**src/rtl/snapshot_tx_serializer.sv**
```systemverilog
// Streams a captured snapshot out through uart_tx: one sync header byte, then the
// snapshot bytes LSB first, one byte per tx_start / tx_done_tick handshake.
module snapshot_tx_serializer #(
  parameter int          DATA_W = 1272,
  parameter logic [7:0]  HEADER = 8'hA5
) (
  input  logic              clk_i,
  input  logic              rst_ni,
  input  logic              start_i,
  input  logic [DATA_W-1:0] snapshot_i,
  input  logic              tx_done_tick_i,
  output logic              tx_start_o,
  output logic [7:0]        tx_bus_o,
  output logic              busy_o,
  output logic              done_o
);

  localparam int NB    = (DATA_W + 7) / 8;
  localparam int CAP_W = 8 * NB;
  localparam int CNT_W = $clog2(NB + 1);
  localparam logic [CNT_W-1:0] LAST_IDX = CNT_W'(NB);

  typedef enum logic [1:0] {IDLE, SEND, WAIT} state_e;

  state_e             state_q;
  logic [CNT_W-1:0]   cnt_q;
  logic [CAP_W-1:0]   cap_q;
  logic               tx_start_q;
  logic [7:0]         tx_bus_q;
  logic               busy_q;
  logic               done_q;
  logic [CAP_W-1:0]   cap_d;

  // The capture register is shifted down as bytes leave, so the next payload byte
  // always sits in the low 8 bits and no wide byte-select mux is needed.
  assign cap_d = CAP_W'(snapshot_i);

  always_ff @(posedge clk_i) begin
    if (!rst_ni) begin
      state_q    <= IDLE;
      cnt_q      <= '0;
      cap_q      <= '0;
      tx_start_q <= 1'b0;
      tx_bus_q   <= 8'h00;
      busy_q     <= 1'b0;
      done_q     <= 1'b0;
    end else begin
      tx_start_q <= 1'b0;
      done_q     <= 1'b0;
      unique case (state_q)
        IDLE: begin
          if (start_i) begin
            cap_q      <= cap_d;
            cnt_q      <= '0;
            tx_bus_q   <= HEADER;
            tx_start_q <= 1'b1;
            busy_q     <= 1'b1;
            state_q    <= SEND;
          end
        end
        SEND: begin
          state_q <= WAIT;
        end
        WAIT: begin
          if (tx_done_tick_i) begin
            if (cnt_q != LAST_IDX) begin
              cnt_q      <= cnt_q + CNT_W'(1);
              tx_bus_q   <= cap_q[7:0];
              cap_q      <= cap_q >> 8;
              tx_start_q <= 1'b1;
              state_q    <= SEND;
            end else begin
              busy_q  <= 1'b0;
              done_q  <= 1'b1;
              state_q <= IDLE;
            end
          end
        end
        default: begin
          state_q <= IDLE;
        end
      endcase
    end
  end

  assign tx_start_o = tx_start_q;
  assign tx_bus_o   = tx_bus_q;
  assign busy_o     = busy_q;
  assign done_o     = done_q;

endmodule

```
**config.mk**
```make
export PLATFORM = sky130hd
export DESIGN_NAME = snapshot_tx_serializer
export DESIGN_NICKNAME = d
export VERILOG_FILES = /design/src/rtl/snapshot_tx_serializer.sv
export SDC_FILE = /design/constraint.sdc
export NUM_CORES = 2
export LEC_CHECK = 0
export BUFFER_PORTS_ARGS = -buffer_cell sky130_fd_sc_hd__buf_4
export CAP_MARGIN = 25
export CORE_AREA = 10 10 493 495
export CTS_CLUSTER_DIAMETER = 60
export DETAILED_ROUTE_END_ITERATION = 8
export DIE_AREA = 0 0 503 505
export HOLD_SLACK_MARGIN = 0.03
export SYNTH_ARGS = -nofsm -noshare
export SYNTH_HDL_FRONTEND = slang
export SYNTH_SLANG_ARGS = --single-unit
```
**constraint.sdc**
```tcl
create_clock -name clk_i -period 2.1 [get_ports clk_i]
set_input_delay 0.42 -clock clk_i [delete_from_list [all_inputs] [get_ports clk_i]]
set_output_delay 0.42 -clock clk_i [all_outputs]
set_load 0.02 [all_outputs]
```
==> metrics.txt <==
Tcrit/Tclk final=1.02; first-pass GRT wire length=404,000 um; Leak=49.8 nW; max-slew violation count=0; CTS tree=done; Core ar.=232,000 um2; Vias/cell=roughly 5.0; FFs w/ async S/R, synth=0; final wirelength=281,000 um; routability cong.=between 0.9 and 1; PwrDens=approximately 760 nW/um2; Syn Inst Count=between 7,000 and 8,000; Clock Root Buffer=clkbuf_16; CTS H-tree depth=4; Post-synth top cells=nand2_1 (2,528), dfxtp_1 (1,293), nand3_1 (1,280), o211a_1 (1,260), clkbuf_1 (348); Clk Latency, worst-skew pair=~0.8 ns; I/O pins=around 1,300; Primary FF master, synth=dfxtp_1; Die Ht=between 500 and 600 um; largest net degree at the start of global routing=85; min Tclk post-route=2.13 ns; Setup CP Type=reg2reg; R2R Setup Slk=-0.03 ns; Slowest-stage cell, CP=dfxtp_4; GR Overflow Total=0; Synth top area share=0.446; Reg area=25,900 um2; CTS sink cnt=1,293; CP startpoint=cnt_q[0]; Core Util, Final=0.396; Slew @ Worst Pin=0.492 ns; count leader, synth=nand2_1; cell count of the worst reg-to-reg path=10; top cells by area, synth=dfxtp_1 (45%), o211a_1 (22%), nand2_1 (16%); multi-input logic area=between 20,000 and 30,000 um2; final worst slack=-0.0343 ns; YS warnings=0; vias in the first global route=63,900; failing checks=negative setup slack; Worst EP arrival=between 2 and 3 ns; Worst VDD drop=0.658 mV; Crit. End Element=register; Vias=around 64,000; number of flops mapped to enable cells by yosys=0; Final #Nets=10,800; Most Frequent Cell on Critical Path=buf_12; Max Freq=469 MHz; crit path cell chain=ha_4 -> and4_4 -> a211oi_4 -> buf_6 -> buf_12 -> buf_12 -> buf_16 -> buf_4 -> nand3_1 -> o211a_1; Worst Skew=0.0257 ns; CP Launch Type=register; max_cap viols=0; P&R area growth vs syn=58.5%; # rows=around 180; initial core utilization=0.250; Hold Violations, Final=0; maximum fanout along the worst path=14; Mapped Nets=between 8,000 and 9,000; Die Wd=~500 um; drt pass-1 iters=9; DP HPWL=204,000 um; worst slack at placement=-0.198 ns; Routed WL per cell=~22 um; Slew headroom=0.672; IO buf count=1,286; worst hold path type=in2reg; Die Area=254,000 um2; TritonCTS buffer count=between 150 and 200; synthesized flop and latch total=about 1,300; initial antenna violation count=roughly 130; DRT antenna net count=0; synth unique cells=37; Setup Viol. Count Final=30; clock slew at reported path FFs=0.06 ns; reg2reg end=cap_q[363]; post-synth top area cell=dfxtp_1; status=finished with violations; post-synthesis sequential area ratio=0.446; Avg Cell Area, Syn=8.13 um2; clock buffer depth=3; DR DRC count=0; Fill cells=between 20,000 and 25,000; Total Power=about 0.070 W; drt initial violations=about 5,800; Largest stage delay, worst path=0.36 ns; CP endpoint=cap_q[363]; WHS=0.0780 ns; synthesized area=roughly 58,000 um2; share of layout cells above drive strength 1=0.210; gr usage total=0.205; unrepaired setup endpoints after global routing=true; CP required=approximately 2.8 ns; Reg-to-Reg Start=cnt_q[0]
==> worst min path at each step <==
stage / endpoint / cells past startpoint / from / slack [ns]
after floorplan: cap_q[1] / 2 / cap_q[1] / 0.43
after global placement: cap_q[4] / 2 / cap_q[4] / 0.44
after detailed placement: cap_q[4] / 2 / cap_q[4] / 0.45
after CTS: cap_q[858] / 4 / snapshot_i[858] / 0.03
after global routing: cap_q[639] / 4 / snapshot_i[639] / 0.04
final: cap_q[375] / 4 / snapshot_i[375] / 0.08
==> layout by cell type, fill, tap and decap left out, drive strengths merged, types with 3 or more instances in the layout <==
cell         count
inv             15
clkinv          31
dfxtp         1293
and2             5
nand2b           4
o211a         1260
buf           1727
clkinvlp         7
a21oi            3
a22o             8
nor2             5
mux2             4
diode          108
nand2         2528
nand3         1280
clkbuf         235
dlygate4sd3   1225
bufinv          10
o21ai           22
==> area by class of cell <==
type	count	share of cell area
Antenna cell	108	0.00294
Multi-Input combinational cell	5143	0.317
Timing Repair Buffer	2975	0.302
Inverter	1	0.0000408
Tap cell	3043	0.0414
Clock buffer	213	0.0468
Clock inverter	62	0.00825
Sequential cell	1293	0.281
==> sequential cells by signal, indices dropped and copies added, names as in the netlist <==
signal and cells:
tx_bus_o 8, cap_q 1272, cnt_q 8, state_q 2
done_o 1, busy_o 1, tx_start_o 1
==> report_power, final <==
part	switching, W	leakage, nW	internal, W
logic	0.00668	36.6	0.00734
clock network	0.0115	2.48	0.0157
registers	0.00149	10.7	0.0270
==> worst max-delay path: cells and delay by family, from the launching register on <==
kind                       cells  cell delay [ns]
DFF                            1             0.36
buffers and inverters          5             0.79
adders and majority gates      1             0.15
and+or+nand+nor                2             0.27
AOI/OAI and AO/OA              2             0.40
==> routing by layer <==
| layer | global-route usage | wire [um] |
|---|---|---|
| met5 | 0 | 315 |
| met3 | 0.0563 | 23900 |
| met1 | 0.247 | 112000 |
| met2 | 0.329 | 128000 |
| met4 | 0.113 | 17000 |
==> metrics by stage <==
step	cell area, um2	setup TNS (ns)	std cells
global route	92000	-13.74	12800
global placement	72900	-85.71	11200
floorplan	58100	0	7147
detailed placement	72900	-101.10	11200
CTS	90700	-4.99	12700
finish	92100	-0.334	12800
==> repair_timing <==
item                                   4_1_cts  5_1_grt
endpoints found under the hold margin     1229        0
resized for setup                           52       77
pin swaps                                    0        3
hold buffers                              1225        0
setup endpoints to repair                 1078      969
cloned                                       6       22
setup buffers                                7       21
==> logic make-up (layout without fill, tap and decap cells) <==
group	after synthesis	count (layout)	share of synthesized area
AND/OR/NAND/NOR	3834	3834	0.276
AO/OA/AOI/OAI	1303	1303	0.222
flip-flops	1293	1293	0.446
buffers and inverters	711	3251	0.0548
multiplexers	5	5	0.000948
adder cells (fa/ha/maj)	1	1	0.000215
other	0	108	0
No activity file was read; power rests on OpenSTA's default activity.
